**src/rtl/mnist_argmax_ctrl_if.sv**
```systemverilog
// Bundle of the controller's request, engine-side and result/statistics signals.
// master = the classification controller, slave = engine and result consumer.
interface mnist_argmax_ctrl_if #(
  parameter int DATA_WIDTH = 12,
  parameter int CNT_WIDTH  = 16
);
  logic                          go;
  logic [3:0]                    label;
  logic                          clr_stats;
  logic                          busy;
  logic                          eng_reset;
  logic                          eng_start;
  logic                          eng_done;
  logic [3:0]                    out_idx;
  logic signed [DATA_WIDTH-1:0]  out_data;
  logic                          res_valid;
  logic                          res_ready;
  logic [3:0]                    res_class;
  logic signed [DATA_WIDTH-1:0]  res_score;
  logic                          res_correct;
  logic                          res_timeout;
  logic [CNT_WIDTH-1:0]          total_cnt;
  logic [CNT_WIDTH-1:0]          correct_cnt;

  modport master (
    input  go, label, clr_stats, eng_done, out_data, res_ready,
    output busy, eng_reset, eng_start, out_idx, res_valid, res_class,
           res_score, res_correct, res_timeout, total_cnt, correct_cnt
  );

  modport slave (
    output go, label, clr_stats, eng_done, out_data, res_ready,
    input  busy, eng_reset, eng_start, out_idx, res_valid, res_class,
           res_score, res_correct, res_timeout, total_cnt, correct_cnt
  );
endinterface

```
**src/rtl/mnist_argmax_ctrl.sv**
```systemverilog
// Runs the inference engine, scans its ten scores for the argmax digit and
// reports it over a valid/ready result port while tracking accuracy counters.
module mnist_argmax_ctrl #(
  parameter int DATA_WIDTH = 12,
  parameter int CNT_WIDTH  = 16,
  parameter int TIMEOUT    = 65535
) (
  input logic                 clk,
  input logic                 rst,
  mnist_argmax_ctrl_if.master bus
);

  localparam int TW = (TIMEOUT > 2) ? $clog2(TIMEOUT) : 1;
  localparam logic [TW-1:0] TMO_LAST = TW'(TIMEOUT - 1);

  typedef enum logic [2:0] {
    IDLE, ENG_RST, ENG_START, WAIT_DONE, SCAN, RESULT
  } state_t;

  state_t                       state_q, state_d;
  logic [3:0]                   label_q, label_d;
  logic [TW-1:0]                tmo_q, tmo_d;
  logic [3:0]                   idx_q, idx_d;
  logic signed [DATA_WIDTH-1:0] best_q, best_d;
  logic [3:0]                   best_idx_q, best_idx_d;
  logic [3:0]                   cls_q, cls_d;
  logic signed [DATA_WIDTH-1:0] score_q, score_d;
  logic                         correct_q, correct_d;
  logic                         timeout_q, timeout_d;
  logic [CNT_WIDTH-1:0]         total_q, total_d;
  logic [CNT_WIDTH-1:0]         ccnt_q, ccnt_d;
  logic                         enter_result;
  logic                         hit;

  function automatic logic [CNT_WIDTH-1:0] sat_inc(input logic [CNT_WIDTH-1:0] v);
    return (&v) ? v : v + 1'b1;
  endfunction

  always_comb begin
    state_d      = state_q;
    label_d      = label_q;
    tmo_d        = tmo_q;
    idx_d        = idx_q;
    best_d       = best_q;
    best_idx_d   = best_idx_q;
    cls_d        = cls_q;
    score_d      = score_q;
    correct_d    = correct_q;
    timeout_d    = timeout_q;
    total_d      = total_q;
    ccnt_d       = ccnt_q;
    enter_result = 1'b0;
    hit          = 1'b0;

    case (state_q)
      IDLE: begin
        if (bus.go) begin
          label_d = bus.label;
          state_d = ENG_RST;
        end
      end
      ENG_RST:   state_d = ENG_START;
      ENG_START: begin
        tmo_d   = '0;
        state_d = WAIT_DONE;
      end
      WAIT_DONE: begin
        tmo_d = tmo_q + 1'b1;
        if (bus.eng_done) begin
          idx_d   = 4'd0;
          state_d = SCAN;
        end else if (tmo_q == TMO_LAST) begin
          cls_d        = 4'd15;
          score_d      = '0;
          timeout_d    = 1'b1;
          enter_result = 1'b1;
          state_d      = RESULT;
        end
      end
      SCAN: begin
        // Strict compare: equal scores keep the earlier (lower) index.
        if (idx_q == 4'd0 || bus.out_data > best_q) begin
          best_d     = bus.out_data;
          best_idx_d = idx_q;
        end
        if (idx_q == 4'd9) begin
          idx_d        = 4'd0;
          cls_d        = best_idx_d;
          score_d      = best_d;
          timeout_d    = 1'b0;
          hit          = (best_idx_d == label_q);
          enter_result = 1'b1;
          state_d      = RESULT;
        end else begin
          idx_d = idx_q + 4'd1;
        end
      end
      RESULT: begin
        if (bus.res_ready) state_d = IDLE;
      end
      default: state_d = IDLE;
    endcase

    if (enter_result) begin
      correct_d = hit;
      total_d   = sat_inc(total_q);
      if (hit) ccnt_d = sat_inc(ccnt_q);
    end
    if (bus.clr_stats) begin
      total_d = '0;
      ccnt_d  = '0;
    end
  end

  always_ff @(posedge clk) begin
    if (!rst) begin
      state_q    <= IDLE;
      label_q    <= '0;
      tmo_q      <= '0;
      idx_q      <= '0;
      best_q     <= '0;
      best_idx_q <= '0;
      cls_q      <= '0;
      score_q    <= '0;
      correct_q  <= 1'b0;
      timeout_q  <= 1'b0;
      total_q    <= '0;
      ccnt_q     <= '0;
    end else begin
      state_q    <= state_d;
      label_q    <= label_d;
      tmo_q      <= tmo_d;
      idx_q      <= idx_d;
      best_q     <= best_d;
      best_idx_q <= best_idx_d;
      cls_q      <= cls_d;
      score_q    <= score_d;
      correct_q  <= correct_d;
      timeout_q  <= timeout_d;
      total_q    <= total_d;
      ccnt_q     <= ccnt_d;
    end
  end

  assign bus.busy        = (state_q != IDLE);
  assign bus.eng_reset   = (state_q == ENG_RST);
  assign bus.eng_start   = (state_q == ENG_START);
  assign bus.res_valid   = (state_q == RESULT);
  assign bus.out_idx     = idx_q;
  assign bus.res_class   = cls_q;
  assign bus.res_score   = score_q;
  assign bus.res_correct = correct_q;
  assign bus.res_timeout = timeout_q;
  assign bus.total_cnt   = total_q;
  assign bus.correct_cnt = ccnt_q;

endmodule

```
**src/flat_wrapper.sv**
```systemverilog
// flat-port wrapper written by rule: the top's interface ports become plain ports
module mnist_argmax_ctrl_flat 
#(
  parameter int DATA_WIDTH = 12,
  parameter int CNT_WIDTH  = 16,
  parameter int TIMEOUT    = 65535
)
  (clk, rst, bus_go, bus_label, bus_clr_stats, bus_eng_done, bus_out_data, bus_res_ready, bus_busy, bus_eng_reset, bus_eng_start, bus_out_idx, bus_res_valid, bus_res_class, bus_res_score, bus_res_correct, bus_res_timeout, bus_total_cnt, bus_correct_cnt);
  mnist_argmax_ctrl_if #(.DATA_WIDTH(DATA_WIDTH), .CNT_WIDTH(CNT_WIDTH)) bus_i ();
  input logic clk;
  input logic rst;
  input wire logic [$bits(bus_i.go)-1:0] bus_go;
  input wire logic [$bits(bus_i.label)-1:0] bus_label;
  input wire logic [$bits(bus_i.clr_stats)-1:0] bus_clr_stats;
  input wire logic [$bits(bus_i.eng_done)-1:0] bus_eng_done;
  input wire logic [$bits(bus_i.out_data)-1:0] bus_out_data;
  input wire logic [$bits(bus_i.res_ready)-1:0] bus_res_ready;
  output wire logic [$bits(bus_i.busy)-1:0] bus_busy;
  output wire logic [$bits(bus_i.eng_reset)-1:0] bus_eng_reset;
  output wire logic [$bits(bus_i.eng_start)-1:0] bus_eng_start;
  output wire logic [$bits(bus_i.out_idx)-1:0] bus_out_idx;
  output wire logic [$bits(bus_i.res_valid)-1:0] bus_res_valid;
  output wire logic [$bits(bus_i.res_class)-1:0] bus_res_class;
  output wire logic [$bits(bus_i.res_score)-1:0] bus_res_score;
  output wire logic [$bits(bus_i.res_correct)-1:0] bus_res_correct;
  output wire logic [$bits(bus_i.res_timeout)-1:0] bus_res_timeout;
  output wire logic [$bits(bus_i.total_cnt)-1:0] bus_total_cnt;
  output wire logic [$bits(bus_i.correct_cnt)-1:0] bus_correct_cnt;
  assign bus_i.go = bus_go;
  assign bus_i.label = bus_label;
  assign bus_i.clr_stats = bus_clr_stats;
  assign bus_i.eng_done = bus_eng_done;
  assign bus_i.out_data = bus_out_data;
  assign bus_i.res_ready = bus_res_ready;
  assign bus_busy = bus_i.busy;
  assign bus_eng_reset = bus_i.eng_reset;
  assign bus_eng_start = bus_i.eng_start;
  assign bus_out_idx = bus_i.out_idx;
  assign bus_res_valid = bus_i.res_valid;
  assign bus_res_class = bus_i.res_class;
  assign bus_res_score = bus_i.res_score;
  assign bus_res_correct = bus_i.res_correct;
  assign bus_res_timeout = bus_i.res_timeout;
  assign bus_total_cnt = bus_i.total_cnt;
  assign bus_correct_cnt = bus_i.correct_cnt;
  mnist_argmax_ctrl #(.DATA_WIDTH(DATA_WIDTH), .CNT_WIDTH(CNT_WIDTH), .TIMEOUT(TIMEOUT)) u_core (.clk(clk), .rst(rst), .bus(bus_i));
endmodule
```
**config.mk**
```make
export PLATFORM = sky130hd
export DESIGN_NAME = mnist_argmax_ctrl_flat
export DESIGN_NICKNAME = d
export VERILOG_FILES = /design/src/rtl/mnist_argmax_ctrl_if.sv /design/src/rtl/mnist_argmax_ctrl.sv /design/src/flat_wrapper.sv
export SDC_FILE = /design/constraint.sdc
export NUM_CORES = 1
export LEC_CHECK = 0
export ABC_CLOCK_PERIOD_IN_PS = 5000
export CAP_MARGIN = 20
export CORE_ASPECT_RATIO = 1.1
export CORE_MARGIN = 5
export CORE_UTILIZATION = 40
export CTS_CLUSTER_SIZE = 16
export DETAILED_ROUTE_END_ITERATION = 16
export DONT_BUFFER_PORTS = 1
export SKIP_LAST_GASP = 1
export SYNTH_ARGS = -nofsm -noshare
export SYNTH_HDL_FRONTEND = slang
export SYNTH_SLANG_ARGS = --single-unit
```
**constraint.sdc**
```tcl
create_clock -name clk -period 5 [get_ports clk]
set_input_delay 1.25 -clock clk [delete_from_list [all_inputs] [get_ports clk]]
set_output_delay 1.25 -clock clk [all_outputs]
set_load 0.05 [all_outputs]
```
==> results.sh, run 1 <==
export IMPL_cp_end_kind="flop"
export IMPL_layout_cells_non_filler=716
export IMPL_setup_tns_ns=0
export IMPL_yosys_area_share_simple_pct=25.5
export IMPL_worst_pin_slew_ns=0.921
export IMPL_wirelength_um=11200
export IMPL_fmax_mhz=238
export IMPL_clockBufferDepth=2
export IMPL_synthAdderAreaFrac_pct=5.19
export IMPL_htree_levels=3
export IMPL_grt_max_degree=35
export IMPL_viasPerCell=5.44
export IMPL_period_needed_ns=4.20
export IMPL_cts_sinks=93
export IMPL_worstReg2RegStart="u_core.best_q[11]$_SDFFE_PN0P_"
export IMPL_synth_edf_count=0
export IMPL_synth_cell_area_sq_um=4580
export IMPL_final_layout_size_suffix_gt1_share_pct=5.30
export IMPL_post_cts_setup_buffer_count=0
export IMPL_design_die_area_sq_um=13700
export IMPL_drv_cap=0
export IMPL_rr_worst_depth=11
export IMPL_async_flop_share_pct=0
export IMPL_ant_nets=0
export IMPL_cts_tree="yes"
export IMPL_worst_slack_ns=0.798
export IMPL_grt_overflow_total=0
export IMPL_synth_compound_area_share_pct=14.9
export IMPL_cp_start_kind="primary input"
export IMPL_worstHoldStart="u_core.best_q[3]$_SDFFE_PN0P_"
export IMPL_dieWidth_um=112
export IMPL_ys_ff_latch=93
export IMPL_regToRegEndpoint="u_core.bus.correct_cnt[11]$_SDFFE_PP0P_"
export IMPL_synth_xor_area_share_pct=5.16
export IMPL_rows=41
export IMPL_synth_top_family_by_area="simple AND/OR/NAND/NOR gates"
export IMPL_insertion_delay_ns=0.33
export IMPL_worst_setup_path_type="in2reg"
export IMPL_power_leakage_uw=0.00173
export IMPL_area_growth_pct=9.04
export IMPL_start_util_pct=40.4
export IMPL_io_pin_count=80
export IMPL_grt_pass1_vias=3777
export IMPL_netlist_instances=568
export IMPL_peakVddDrop_v=0.000130
export IMPL_die_h_um=122
export IMPL_gp_congestion=0.859
export IMPL_ys_seq_area_share_pct=40.7
export IMPL_setup_viol=0
export IMPL_synthesis_nets=609
export IMPL_p_per_area_nw_per_um2=300
export IMPL_grt_pass1_wl_um=18600
export IMPL_core_sq_um=11300
export IMPL_synthMuxAreaShare_pct=4.43
export IMPL_nets=603
export IMPL_critPathArrivalTime_ns=4.45
export IMPL_relSlewSlack_pct=38.4
export IMPL_worstPathRequired_ns=5.25
export IMPL_hold_violations=0
export IMPL_rsz0062_at_grt="no"
export IMPL_hold_path_end="u_core.best_q[3]$_SDFFE_PN0P_"
export IMPL_dr_total_vias=3894
export IMPL_regArea_sq_um=1860
export IMPL_postCtsHoldBufs=0
export IMPL_dp_hpwl_um=8220
export IMPL_antenna_found_initial=0
export IMPL_drtPass1Iterations=4
export IMPL_synth_flop_cell="dfxtp_1"
export IMPL_cts_buffers=9
export IMPL_post_cts_resized=0
export IMPL_fin_crit_sh_pct=84.0
export IMPL_synth_cell_types=48
export IMPL_yosysWarnings=0
export IMPL_clock_skew_ns=0.00639
export IMPL_cp_max_fo=20
export IMPL_port_buffers=0
export IMPL_power_uw=1500
export IMPL_drtIter0Drc=177
export IMPL_antenna_cells=0
export IMPL_avgSynthCellArea_sq_um=8.06
export IMPL_multi_input_area_sq_um=2530
export IMPL_pre_cts_slack_ns=0.445
export IMPL_fill_cells=1119
export IMPL_hold_path_class="reg2reg"
export IMPL_status="finished, final reports clean"
export IMPL_dp_cells=700
export IMPL_rrSetupSlack_ns=1.27
export IMPL_wl_per_cell_um=15.7
export IMPL_whs_path_depth=2
export IMPL_slew_violations=0
export IMPL_root_buffer="clkbuf_16"
export IMPL_clk_pin_slew_ns=0.06
export IMPL_grt_total_usage_pct=16.5
export IMPL_drc_errors=0
cell usage in the layout, fill, tap and decap left out, types with 14 or more instances in the layout:
cell type / count
or3_1: 17
o21ai_0: 27
nor2_1: 74
dfxtp_1: 93
ha_1: 19
a21oi_1: 53
o21ai_1: 14
inv_1: 23
nand2_1: 71
nand4_1: 16
mux2i_1: 18
xor2_1: 16
final cells by class:
type / instances / area share, %
clock buffer: 13 / 5.01
clock inverter: 2 / 0.200
inverter: 24 / 1.80
multi-input combinational: 427 / 50.7
sequential: 93 / 37.3
tap: 150 / 3.76
timing repair buffer: 7 / 1.20
kinds of logic (layout without fill, tap and decap cells):
logic type      after synthesis  count (layout)
mux                          20              20
xor+xnor                     27              27
fa+ha+maj                    19              19
buf+inv                      48              46
compound gates              118             118
flops                        93              93
simple gates                243             243
critical path, cell delays in order:
cell      delay [ns]
ha_1            0.36
nand4_1         0.14
or3_1           0.43
o21ai_2         0.20
a31oi_2         0.10
or4_4           0.59
a221oi_4        0.37
nand3_2         0.38
or3_1           0.46
a21oi_1         0.16
sequential cells by signal, indices dropped and copies added (netlist names):
register                cells
u_core.bus.total_cnt       16
u_core.bus.res_score       12
u_core.tmo_q               16
u_core.bus.res_class        4
u_core.best_idx_q           4
u_core.bus.out_idx          4
u_core.bus.res_correct      1
u_core.state_q              3
u_core.best_q              12
u_core.label_q              4
u_core.bus.res_timeout      1
u_core.bus.correct_cnt     16
worst max-delay path by stage:
stage                           from                                       to  slack [ns]  cells after the start
CTS                 bus_out_data[11]  u_core.bus.correct_cnt[11]$_SDFFE_PP0P_        0.78                     10
global placement    bus_out_data[11]  u_core.bus.correct_cnt[15]$_SDFFE_PP0P_        0.61                     10
finish              bus_out_data[11]  u_core.bus.correct_cnt[11]$_SDFFE_PP0P_        0.80                     10
global route        bus_out_data[11]  u_core.bus.correct_cnt[15]$_SDFFE_PP0P_        0.55                     10
detailed placement  bus_out_data[11]  u_core.bus.correct_cnt[11]$_SDFFE_PP0P_        0.44                     10
floorplan           bus_out_data[11]   u_core.bus.correct_cnt[6]$_SDFFE_PP0P_        0.95                     11
metal layers:
metal | global-route usage (%) | vias up | part of all wire [%]
met5 | 0 | - | 0
met4 | 6.76 | 0 | 1.3
met3 | 4.73 | 10 | 6.6
met2 | 27.0 | 78 | 47
met1 | 20.7 | 1846 | 45
li1 | - | 1960 | -
where the power goes:
part           internal [uW]  switching (uW)
clock                    347             275
sequential               749            15.0
combinational           35.9            75.9
through the flow:
step	utilization, %	cell area [sq um]	hold slack (ns)
after floorplan	-	4580	0.449
after global placement	41.6	4720	0.457
after detailed placement	41.6	4720	0.465
after CTS	43.9	4980	0.472
after global routing	44.0	4990	0.488
final	44.0	4990	0.470
cells in the mapped netlist (2+ instances only):
| cell type | n | area share (%) |
|---|---|---|
| o21ai_1 | 14 | 1.5 |
| xnor2_1 | 11 | 2.1 |
| nor3_1 | 11 | 1.2 |
| mux2_2 | 2 | 0.49 |
| and4_1 | 5 | 0.96 |
| o21bai_1 | 2 | 0.33 |
| and2_1 | 5 | 0.68 |
| a21o_1 | 4 | 0.66 |
| o211ai_1 | 2 | 0.33 |
| a21oi_1 | 53 | 5.8 |
| nor3b_1 | 2 | 0.33 |
| nand3b_1 | 4 | 0.66 |
| xor2_1 | 16 | 3.1 |
| nand4_1 | 16 | 2.2 |
| dfxtp_1 | 93 | 41 |
| nor2_1 | 74 | 6.1 |
| o21ai_0 | 27 | 3.0 |
| inv_1 | 23 | 1.9 |
| nand2b_1 | 4 | 0.55 |
| mux2i_1 | 18 | 3.9 |
| nor2b_1 | 4 | 0.55 |
| and3_1 | 9 | 1.2 |
| clkbuf_1 | 22 | 1.8 |
| nand3_1 | 13 | 1.4 |
| a22oi_1 | 6 | 0.98 |
| or2_2 | 2 | 0.27 |
| nand2_1 | 71 | 5.8 |
| ha_1 | 19 | 5.2 |
| or3_1 | 17 | 2.3 |
Power figures use the tool's default switching activity.
==> inputs of run 2 (changes only) <==
ABC_CLOCK_PERIOD_IN_PS = 4300   (was 5000)
clock period = 4.3 ns   (was 5 ns; I/O delays follow)
==> results.sh, run 2 (synthesis gave the netlist of run 1 again) <==
export IMPL_status="finished, final reports clean"
export IMPL_cp_max_fo=20
export IMPL_grt_pass1_vias=3589
export IMPL_setup_viol=0
export IMPL_htree_levels=3
export IMPL_cp_end_kind="flop"
export IMPL_dr_total_vias=3845
export IMPL_port_buffers=0
export IMPL_worst_setup_path_type="in2reg"
export IMPL_regToRegEndpoint="u_core.bus.correct_cnt[11]$_SDFFE_PP0P_"
export IMPL_start_util_pct=40.4
export IMPL_gp_congestion=0.907
export IMPL_hold_violations=0
export IMPL_fmax_mhz=261
export IMPL_multi_input_area_sq_um=2530
export IMPL_cts_sinks=93
export IMPL_wl_per_cell_um=15.1
export IMPL_peakVddDrop_v=0.000179
export IMPL_cts_buffers=9
export IMPL_power_leakage_uw=0.00178
export IMPL_io_pin_count=80
export IMPL_clock_skew_ns=0.00817
export IMPL_fin_crit_sh_pct=89.0
export IMPL_clk_pin_slew_ns=0.06
export IMPL_cp_start_kind="primary input"
export IMPL_antenna_found_initial=0
export IMPL_grt_overflow_total=0
export IMPL_rsz0062_at_grt="no"
export IMPL_hold_path_end="u_core.best_q[4]$_SDFFE_PN0P_"
export IMPL_slew_violations=0
export IMPL_layout_commonest_cell="dfxtp_1"
export IMPL_drc_errors=0
export IMPL_dieWidth_um=112
export IMPL_post_cts_resized=0
export IMPL_hold_path_class="reg2reg"
export IMPL_final_util_pct=44.9
export IMPL_ant_nets=0
export IMPL_grt_pass1_wl_um=18200
export IMPL_design_die_area_sq_um=13700
export IMPL_worst_pin_slew_ns=0.909
export IMPL_drtPass1Iterations=5
export IMPL_p_per_area_nw_per_um2=367
export IMPL_fill_cells=1103
export IMPL_die_h_um=122
export IMPL_area_growth_pct=11.1
export IMPL_post_cts_setup_buffer_count=0
export IMPL_worstReg2RegStart="u_core.best_q[11]$_SDFFE_PN0P_"
export IMPL_wirelength_um=10900
export IMPL_regArea_sq_um=1860
export IMPL_cts_tree="yes"
export IMPL_rrSetupSlack_ns=0.79
export IMPL_dp_hpwl_um=7880
export IMPL_grt_max_degree=35
export IMPL_nets=608
export IMPL_final_cell_mix="dfxtp_1 (93), nor2_1 (74), nand2_1 (71)"
export IMPL_worstHoldStart="u_core.best_q[4]$_SDFFE_PN0P_"
export IMPL_period_needed_ns=3.83
export IMPL_relSlewSlack_pct=39.1
export IMPL_viasPerCell=5.33
export IMPL_insertion_delay_ns=0.34
export IMPL_clockBufferDepth=2
export IMPL_drtIter0Drc=159
export IMPL_rr_worst_depth=11
export IMPL_final_layout_size_suffix_gt1_share_pct=6.48
export IMPL_setup_tns_ns=0
export IMPL_antenna_cells=0
export IMPL_postCtsHoldBufs=0
export IMPL_drv_cap=0
export IMPL_whs_path_depth=2
export IMPL_worstPathRequired_ns=4.57
export IMPL_grt_total_usage_pct=16.3
export IMPL_core_sq_um=11300
export IMPL_rows=41
export IMPL_critPathArrivalTime_ns=4.10
export IMPL_root_buffer="clkbuf_16"
==> run 2: layout make-up <==
type | instances | area share, %
well taps | 150 | 3.69
clock buffers | 11 | 4.77
flip-flops and latches | 93 | 36.6
clock inverters | 4 | 1.43
multi-input cells | 427 | 49.8
inverters | 24 | 1.77
repair buffers | 12 | 1.92
==> run 2: worst max-delay path, cell delays in order <==
cell      delay, ns
ha_1           0.29
nand4_1        0.12
or3_1          0.43
o21ai_2        0.19
a31oi_2        0.06
or4_4          0.56
a221oi_4       0.38
nand3_2        0.36
or3_1          0.46
a21oi_1        0.16
==> run 2: worst max path at each step <==
stage,depth (start not counted),slack [ns],from,to
final,10,0.47,bus_out_data[10],u_core.bus.correct_cnt[11]$_SDFFE_PP0P_
after global placement,10,0.21,bus_out_data[10],u_core.bus.correct_cnt[15]$_SDFFE_PP0P_
after detailed placement,10,0.08,bus_out_data[10],u_core.bus.correct_cnt[11]$_SDFFE_PP0P_
after floorplan,11,0.42,bus_out_data[11],u_core.bus.correct_cnt[6]$_SDFFE_PP0P_
after CTS,10,0.44,bus_out_data[10],u_core.bus.correct_cnt[11]$_SDFFE_PP0P_
after global routing,10,0.25,bus_out_data[10],u_core.bus.correct_cnt[10]$_SDFFE_PP0P_
==> run 2: per-stage QoR <==
stage	instances	power [uW]	setup WS [ns]	instance area, sq um	hold WS [ns]
after floorplan	568	1010	0.424	4580	0.449
after global placement	705	1040	0.209	4760	0.457
after detailed placement	705	1040	0.0818	4760	0.463
after CTS	720	1890	0.440	5070	0.470
after global routing	721	1940	0.250	5090	0.488
final	721	1860	0.472	5090	0.469
==> run 2: where the power goes <==
group	internal, uW	switching, uW	leakage [uW]
clock	521	323	0.000152
combinational	43.7	89.3	0.000874
sequential	871	16.3	0.000750
total	1440	429	0.00178
==> run 2: per-layer routing <==
| metal | vias to the layer above | part of all wire, % | wire, um | GRT usage, % |
|---|---|---|---|---|
| met2 | 84 | 46 | 4980 | 25.8 |
| met1 | 1788 | 45 | 4930 | 20.6 |
| met5 | - | 0 | 0 | 0 |
| met4 | 0 | 1.2 | 132 | 5.11 |
| li1 | 1964 | - | - | - |
| met3 | 9 | 7.9 | 863 | 6.41 |
==> inputs of run 3 (changes only) <==
ABC_AREA = 1   (was unset)
ABC_CLOCK_PERIOD_IN_PS = 4310   (was 4300)
clock period = 4.31 ns   (was 4.3 ns; I/O delays follow)
==> results.sh, run 3 <==
export IMPL_status="finished, final reports clean"
export IMPL_wl_per_cell_um=14.4
export IMPL_dr_total_vias=4355
export IMPL_worstPathRequired_ns=4.60
export IMPL_layout_commonest_cell="nand2_1"
export IMPL_critPathArrivalTime_ns=3.39
export IMPL_worst_pin_slew_ns=0.943
export IMPL_die_h_um=127
export IMPL_cp_max_fo=17
export IMPL_regArea_sq_um=1860
export IMPL_wirelength_um=12100
export IMPL_worstHoldStart="u_core.best_q[8]$_SDFFE_PN0P_"
export IMPL_synthesis_nets=728
export IMPL_cts_sinks=93
export IMPL_p_per_area_nw_per_um2=456
export IMPL_period_needed_ns=3.10
export IMPL_post_synth_top_count_cell="nand2_1"
export IMPL_final_layout_size_suffix_gt1_share_pct=7.88
export IMPL_post_cts_resized=0
export IMPL_htree_levels=3
export IMPL_hold_ws_ns=0.465
export IMPL_grt_pass1_wl_um=19800
export IMPL_worstReg2RegStart="u_core.bus.out_idx[0]$_SDFFE_PN0P_"
export IMPL_multi_input_area_sq_um=2590
export IMPL_worst_setup_path_type="in2reg"
export IMPL_port_buffers=0
export IMPL_synth_cell_area_sq_um=4960
export IMPL_finalInstanceArea_sq_um=5400
export IMPL_cp_start_kind="primary input"
export IMPL_ys_seq_area_share_pct=37.5
export IMPL_drc_errors=0
export IMPL_ant_nets=0
export IMPL_relSlewSlack_pct=36.9
export IMPL_whs_path_depth=2
export IMPL_regToRegEndpoint="u_core.bus.total_cnt[8]$_SDFFE_PP0P_"
export IMPL_yosysWarnings=0
export IMPL_yosys_top_cells_area="dfxtp_1 (38%), nand2_1 (10%), inv_1 (7.7%)"
export IMPL_rsz0062_at_grt="no"
export IMPL_hold_path_end="u_core.best_q[8]$_SDFFE_PN0P_"
export IMPL_final_util_pct=44.6
export IMPL_insertion_delay_ns=0.35
export IMPL_drv_cap=0
export IMPL_dp_hpwl_um=8800
export IMPL_async_flop_share_pct=0
export IMPL_hold_violations=0
export IMPL_setup_viol=0
export IMPL_slew_violations=0
export IMPL_antenna_found_initial=0
export IMPL_design_die_area_sq_um=14700
export IMPL_postCtsHoldBufs=0
export IMPL_area_growth_pct=8.69
export IMPL_clockBufferDepth=2
export IMPL_synth_edf_count=0
export IMPL_power_uw=2460
export IMPL_core_sq_um=12100
export IMPL_netlist_instances=687
export IMPL_rows=42
export IMPL_synth_top_area_cell="dfxtp_1"
export IMPL_setup_tns_ns=0
export IMPL_synth_top_cell_area_share_pct=37.5
export IMPL_gp_congestion=0.880
export IMPL_grt_pass1_vias=4180
export IMPL_io_pin_count=80
export IMPL_cts_buffers=9
export IMPL_root_buffer="clkbuf_16"
export IMPL_power_leakage_uw=0.00193
export IMPL_fill_cells=1229
export IMPL_dieWidth_um=116
export IMPL_drtPass1Iterations=4
export IMPL_rr_worst_depth=12
export IMPL_ys_ff_latch=93
export IMPL_clk_pin_slew_ns=0.06
export IMPL_nets=721
export IMPL_viasPerCell=5.18
export IMPL_grt_max_degree=33
export IMPL_fin_crit_sh_pct=72.0
export IMPL_cts_tree="yes"
export IMPL_crit_path_start="bus_out_data[11]"
export IMPL_drtIter0Drc=270
export IMPL_avgSynthCellArea_sq_um=7.23
export IMPL_fmax_mhz=322
export IMPL_synth_flop_cell="dfxtp_1"
export IMPL_grt_total_usage_pct=16.7
export IMPL_rrSetupSlack_ns=1.26
export IMPL_grt_overflow_total=0
export IMPL_peakVddDrop_v=0.000308
export IMPL_placed_area_sq_um=5080
export IMPL_synth_commonest_cells="nand2_1 (132), inv_1 (102), dfxtp_1 (93), a21oi_1 (65), nor2_1 (50)"
export IMPL_hold_path_class="reg2reg"
export IMPL_cp_end_kind="flop"
export IMPL_post_cts_setup_buffer_count=0
export IMPL_clock_skew_ns=0.0122
export IMPL_synth_cell_types=44
export IMPL_final_cell_mix="nand2_1 (132), inv_1 (102), dfxtp_1 (93)"
export IMPL_start_util_pct=41.1
run 3: changes by cell type after synthesis, sizes merged, moves of 14 or more:
cell,previous run,this run
mux2i,18,0
nand2,71,141
nor2,74,60
inv,23,107
nand3,14,33
or3,17,0
run 3: critical path, stage by stage:
cell and delay [ns]:
ha_1 0.32, a21o_1 0.19, nor2_1 0.13, nand4_1 0.19, nand3_4 0.17, nand2_4 0.11
nand2_4 0.09, nand2_2 0.07, nand2_1 0.09, nand2_2 0.07, nor2_4 0.33, nand3_4 0.28
nand2_1 0.12, nand2_1 0.05, nor2_1 0.10
run 3: kinds of logic (layout without fill, tap and decap cells):
kind of cell               count (synthesis)  in the layout  share of synthesized area, %
and+or+nand+nor                          290            290                          28.3
AOI/OAI and AO/OA                        140            140                          16.3
buffers and inverters                    129            127                          10.2
DFF                                       93             93                          37.5
adders and majority gates                 19             19                          4.79
xor gates and xnor gates                  16             16                          2.82
other                                      0              1                             0
run 3: layout make-up:
class	count	area share [%]
multi-input cells	465	48.1
well taps	154	3.57
flip-flops and latches	93	34.5
clock inverters	6	1.62
inverters	108	7.51
diodes	1	0.0464
repair buffers	3	0.417
clock buffers	10	4.24
run 3: stage by stage:
step | cells | worst slack, ns
after floorplan | 687 | 1.24
after global placement | 823 | 0.941
after detailed placement | 823 | 0.839
after CTS | 839 | 1.20
after global routing | 839 | 0.936
final | 840 | 1.21
run 3: report_power, final:
part	total, uW	switching (uW)	leakage [uW]	internal [uW]
clock network	850	343	0.000145	507
registers	976	56.1	0.000751	920
logic	632	461	0.00103	171
total	2460	860	0.00193	1600
run 3: worst max path at each step:
| stage | to | slack (ns) | depth (start not counted) |
|---|---|---|---|
| after global routing | u_core.bus.total_cnt[8]$_SDFFE_PP0P_ | 0.94 | 12 |
| after global placement | u_core.bus.correct_cnt[9]$_SDFFE_PP0P_ | 0.94 | 14 |
| after floorplan | u_core.bus.correct_cnt[7]$_SDFFE_PP0P_ | 1.24 | 15 |
| after detailed placement | u_core.bus.correct_cnt[1]$_SDFFE_PP0P_ | 0.84 | 15 |
| final | u_core.bus.correct_cnt[1]$_SDFFE_PP0P_ | 1.21 | 15 |
| after CTS | u_core.bus.correct_cnt[1]$_SDFFE_PP0P_ | 1.20 | 15 |
run 3: routing by layer:
| layer | share of wire [%] | global-route usage [%] |
|---|---|---|
| met5 | 0 | 0 |
| met2 | 48 | 27.5 |
| met3 | 7.3 | 6.72 |
| met1 | 44 | 19.5 |
| met4 | 1.4 | 5.67 |
==> variant 1: new RTL, settings of run 3 <==
`CNT_WIDTH` is set to 16 in 3 places; all go to 20.
--- a/src/rtl/mnist_argmax_ctrl_if.sv
+++ b/src/rtl/mnist_argmax_ctrl_if.sv
@@ -3,5 +3,5 @@
 interface mnist_argmax_ctrl_if #(
   parameter int DATA_WIDTH = 12,
-  parameter int CNT_WIDTH  = 16
+  parameter int CNT_WIDTH  = 20
 );
   logic                          go;
--- a/src/rtl/mnist_argmax_ctrl.sv
+++ b/src/rtl/mnist_argmax_ctrl.sv
@@ -3,5 +3,5 @@
 module mnist_argmax_ctrl #(
   parameter int DATA_WIDTH = 12,
-  parameter int CNT_WIDTH  = 16,
+  parameter int CNT_WIDTH  = 20,
   parameter int TIMEOUT    = 65535
 ) (
--- a/src/flat_wrapper.sv
+++ b/src/flat_wrapper.sv
@@ -3,5 +3,5 @@
 #(
   parameter int DATA_WIDTH = 12,
-  parameter int CNT_WIDTH  = 16,
+  parameter int CNT_WIDTH  = 20,
   parameter int TIMEOUT    = 65535
 )
Interface: changed (resized bus_correct_cnt and bus_total_cnt); port bits go from 80 to 88. The function was not compared with the original's and may differ.
==> variant 1 against run 3 <==
- area after synthesis increased by 13%
- cell area increased by 13%
- clock power increased by 2.5%
- setup slack got worse by 0.067 ns
- count of clock-buffer cells in the layout decreased by 1
- non-clock buffer count increased by 2
- routed wire length increased by 11%
- highest routed layer is now met5
- sequential share of layout area decreased by 1.2 points
- total power increased by 5.8%
- sequential cell count increased by 8
- die area increased by 12%
==> variant 1: results (changes against run 3) <==
Worst Skew = 0.0115 ns (-0.000757 ns)
capture point of the critical path = u_core.bus.correct_cnt[10]
Placer Congestion = 0.791 (-10%)
Worst Hold Launch = u_core.tmo_q[15]
Reg-to-Reg Start = u_core.state_q[1]
DP Area = 0.00576 mm^2 (+13%)
crit path DAT = 3.46 ns (+0.07 ns)
post-synth net total = 829 (+14%)
LEAKAGE = 2.20 nW (+14%)
worst r2r dst = u_core.bus.total_cnt[19]
slowest CP cell = ha_1
Post-Layout Cell Count = 974 (+16%)
Syn Inst Count = 788 (+15%)
uppermost routed layer = met5
Synth area leaders = dfxtp_1 (36%), nand2_1 (9.9%), inv_1 (8.4%), a21oi_1 (5.1%), nor2_1 (4.9%)
Mapped Area = 0.00560 mm^2 (+13%)
R2R setup slack = 1.24 ns (-0.02 ns)
met2 Usage GRT = 26.2% (-1.3 points)
Hold Path Sink = u_core.tmo_q[15]
relative slew slack = 37.3% (+0.38 points)
sequential cell area fraction in the yosys report = 36.1% (-1.4 points)
initial antenna violation count = 1 (+1)
worst-case reg-to-reg path depth = 16 (+4)
initial DRC count = 310 (+15%)
status = complete, no violations
met1 usage = 22.2% (+2.7 points)
crit-path max FO = 11 (-6)
first-pass GRT wire length = 22.4 mm (+13%)
WL met3 = 863 um (-2.8%)
synth unique cells = 48 (+9.1%)
grt met3 use = 4.64% (-2.1 points)
maximum vdd drop = 0.188 mV (-39%)
met2 routed wirelength = 6.14 mm (+6.3%)
Fillers = 1,414 (+15%)
largest net degree at the start of global routing = 32 (-3.0%)
Routed met1 length = 6.18 mm (+17%)
wire per inst = 13.8 um (-4.5%)
vias in the first global route = 4,465 (+6.8%)
post-DP HPWL = 9.78 mm (+11%)
overall routing resource usage = 16.7% (+0.093 points)
Total Nets Final = 822 (+14%)
# diodes = 0 (-1)
DR vias/cell = 5.00 (-3.5%)
==> variant 1: cell count changes in the layout (fill, tap and decap cells not counted), sizes merged, moves of 5 or more <==
cell,delta
inv,+30
nor3,+5
dfxtp,+8
a21oi,-7
nand3,+9
xor2,-8
nand4,+10
nor2,+27
nand2,+18
o21bai,+6
xnor2,-5
==> variant 1: kinds of logic (layout without fill, tap and decap cells) <==
logic type	after synthesis	count (layout)	share of synthesized area, %
simple gates	362	362	32.5
flops	101	101	36.1
compound gates	143	143	15.4
xor+xnor	3	3	0.470
fa+ha+maj	19	19	4.25
buf+inv	160	158	11.2
==> variant 1: layout make-up <==
class | instances | area, um^2 | area share, %
well taps | 188 | 235 | 3.87
clock inverters | 7 | 90.1 | 1.48
clock buffers | 9 | 225 | 3.71
multi-input cells | 527 | 2950 | 48.6
repair buffers | 5 | 37.5 | 0.618
flip-flops and latches | 101 | 2020 | 33.3
inverters | 137 | 514 | 8.47
==> variant 1: worst reg2reg max path, stage by stage (launching register included) <==
cell and delay, ns:
dfxtp_1 0.34, inv_1 0.06, nor2_2 0.19, inv_2 0.18
nor2_8 0.19, inv_2 0.09, nor2_4 0.10, inv_2 0.06
o21ai_4 0.64, nand2_4 0.18, inv_2 0.13, nand4_2 0.12
nor3_2 0.24, nand2_1 0.12, o21ai_2 0.16, nand2_1 0.07
o21a_1 0.10
==> variant 1: report_power, final <==
part           internal [W]  total (W)  switching (W)
clock network      0.000506   0.000871       0.000365
registers          0.000994    0.00104      0.0000425
logic              0.000194   0.000695       0.000501
==> variant 1: per-stage QoR <==
stage	hold WS, ns	setup WS, ns	total power [W]
global placement	0.454	0.840	0.00175
floorplan	0.439	1.28	0.00163
detailed placement	0.456	0.797	0.00176
CTS	0.465	1.17	0.00264
global route	0.481	0.905	0.00276
finish	0.462	1.14	0.00260
==> variant 2: new RTL, config.mk and constraints of run 3 <==
Made on the original files. Re-encode `state_t` (6 states) as one-hot, 6 bits wide.
--- a/src/rtl/mnist_argmax_ctrl.sv
+++ b/src/rtl/mnist_argmax_ctrl.sv
@@ -14,6 +14,6 @@
   localparam logic [TW-1:0] TMO_LAST = TW'(TIMEOUT - 1);
 
-  typedef enum logic [2:0] {
-    IDLE, ENG_RST, ENG_START, WAIT_DONE, SCAN, RESULT
+  typedef enum logic [5:0] {
+    IDLE = 6'b000001, ENG_RST = 6'b000010, ENG_START = 6'b000100, WAIT_DONE = 6'b001000, SCAN = 6'b010000, RESULT = 6'b100000
   } state_t;
 
Formal check against the unedited RTL: no difference found for any inputs over 10 cycles, from zero or initial values and one cycle with rst low; not proved beyond that.
==> variant 2 against run 3 <==
- sequential cell count rose by 3
- highest routed layer unchanged
- critical path depth rose by 2
- critical endpoint unchanged
- largest cell class unchanged
- area after synthesis rose by 3.8%
- maximum frequency rose by 2.0%
- routed wire length rose by 2.4%
- setup slack improved by 0.060 ns
- cell area rose by 4.8%
Power is not compared: it rests on default switching activity, and its combinational part moved more than twofold at a synthesized area within 25%.
==> variant 2: results (changes against run 3) <==
met2 Usage GRT = 28.4% (+0.93 points)
relative slew slack = 42.8% (+5.9 points)
CTS Buf Count = 9 (unchanged)
PortBufs = 0 (unchanged)
wire per inst = 13.8 um (-4.3%)
CP max stage delay = 0.35 ns (+0.02 ns)
crit path DAT = 3.29 ns (-0.10 ns)
Placer Congestion = 0.860 (-2.3%)
Worst Skew = 0.00362 ns (-0.00862 ns)
slowest CP cell = ha_1
# diodes = 0 (-1)
sequential cell area fraction in the yosys report = 37.3% (-0.19 points)
first-pass GRT wire length = 21.2 mm (+6.9%)
initial antenna violation count = 0 (unchanged)
Synth area leaders = dfxtp_1 (37%), inv_1 (9.8%), nand2_1 (9.6%), a21oi_1 (5.3%), ha_1 (4.6%)
share of cells above drive strength 1 = 6.87% (-1.0 points)
crit-path max FO = 15 (-2)
post-DP HPWL = 9.09 mm (+3.3%)
Post-CTS Hold Buffers = 0 (unchanged)
vias in the first global route = 4,513 (+8.0%)
post-synth net total = 783 (+7.6%)
placed cells = 883 (+7.3%)
synth unique cells = 40 (-9.1%)
fin crit period = 3.04 ns (-0.0600 ns)
DR pass1 iterations = 5 (+1)
routed via count = 4,692 (+7.7%)
CTS root buffer = clkbuf_16
Syn Inst Count = 742 (+8.0%)
met1 usage = 19.7% (+0.26 points)
DP Worst Slack = 0.892 ns (+0.0529 ns)
commonest cells in the netlist = inv_1 (134), nand2_1 (132), dfxtp_1 (96)
overall routing resource usage = 16.7% (+0.053 points)
largest net degree at the start of global routing = 34 (+3.0%)
grt met3 use = 4.85% (-1.9 points)
initial DRC count = 242 (-10%)
status = complete, no violations
Gates resized, CTS repair = 0 (unchanged)
Post-Layout Cell Count = 899 (+7.0%)
variant 2: logic make-up after synthesis:
family / after synthesis / share of synthesized area, %
AOI/OAI and AO/OA: 136 / 15.4
xor gates and xnor gates: 1 / 0.170
adders and majority gates: 19 / 4.62
buffers and inverters: 161 / 12.2
DFF: 96 / 37.3
and+or+nand+nor: 329 / 30.3
variant 2: metrics by stage:
step / power [W] / instance area [um^2]
floorplan: 0.00104 / 5150
global placement: 0.00106 / 5310
detailed placement: 0.00107 / 5310
CTS: 0.00201 / 5660
global route: 0.00206 / 5660
finish: 0.00198 / 5660
variant 2: power breakdown:
part | internal [W] | total (W) | leakage [nW] | switching, W
clock | 0.000583 | 0.000932 | 0.170 | 0.000348
sequential | 0.000898 | 0.000906 | 0.774 | 0.00000787
combinational | 0.0000395 | 0.000139 | 1.20 | 0.0000990
total | 0.00152 | 0.00198 | 2.15 | 0.000455
variant 2: area by class of cell:
type	instances	area, um^2
Multi-Input combinational cell	485	2620
Tap cell	157	196
Sequential cell	96	1920
Clock buffer	11	243
Clock inverter	5	104
Fill cell	1257	6990
Inverter	138	518
Timing Repair Buffer	7	52.6
variant 2: routing by layer:
metal / routed length (um) / share of wire [%]
met5: 0 / 0
met4: 271 / 2.2
met3: 807 / 6.5
met2: 5900 / 48
met1: 5410 / 44
variant 2: final timing paths:
kind | startpoint | endpoint | slack, ns | depth (start not counted)
setup reg to reg | u_core.bus.out_idx[1] | u_core.bus.total_cnt[15] | 1.43 | 12
setup / recovery | bus_out_data[11] | u_core.bus.correct_cnt[1] | 1.27 | 17
hold reg to reg | u_core.best_q[7] | u_core.best_q[7] | 0.46 | 2
hold / removal | u_core.best_q[7] | u_core.best_q[7] | 0.46 | 2
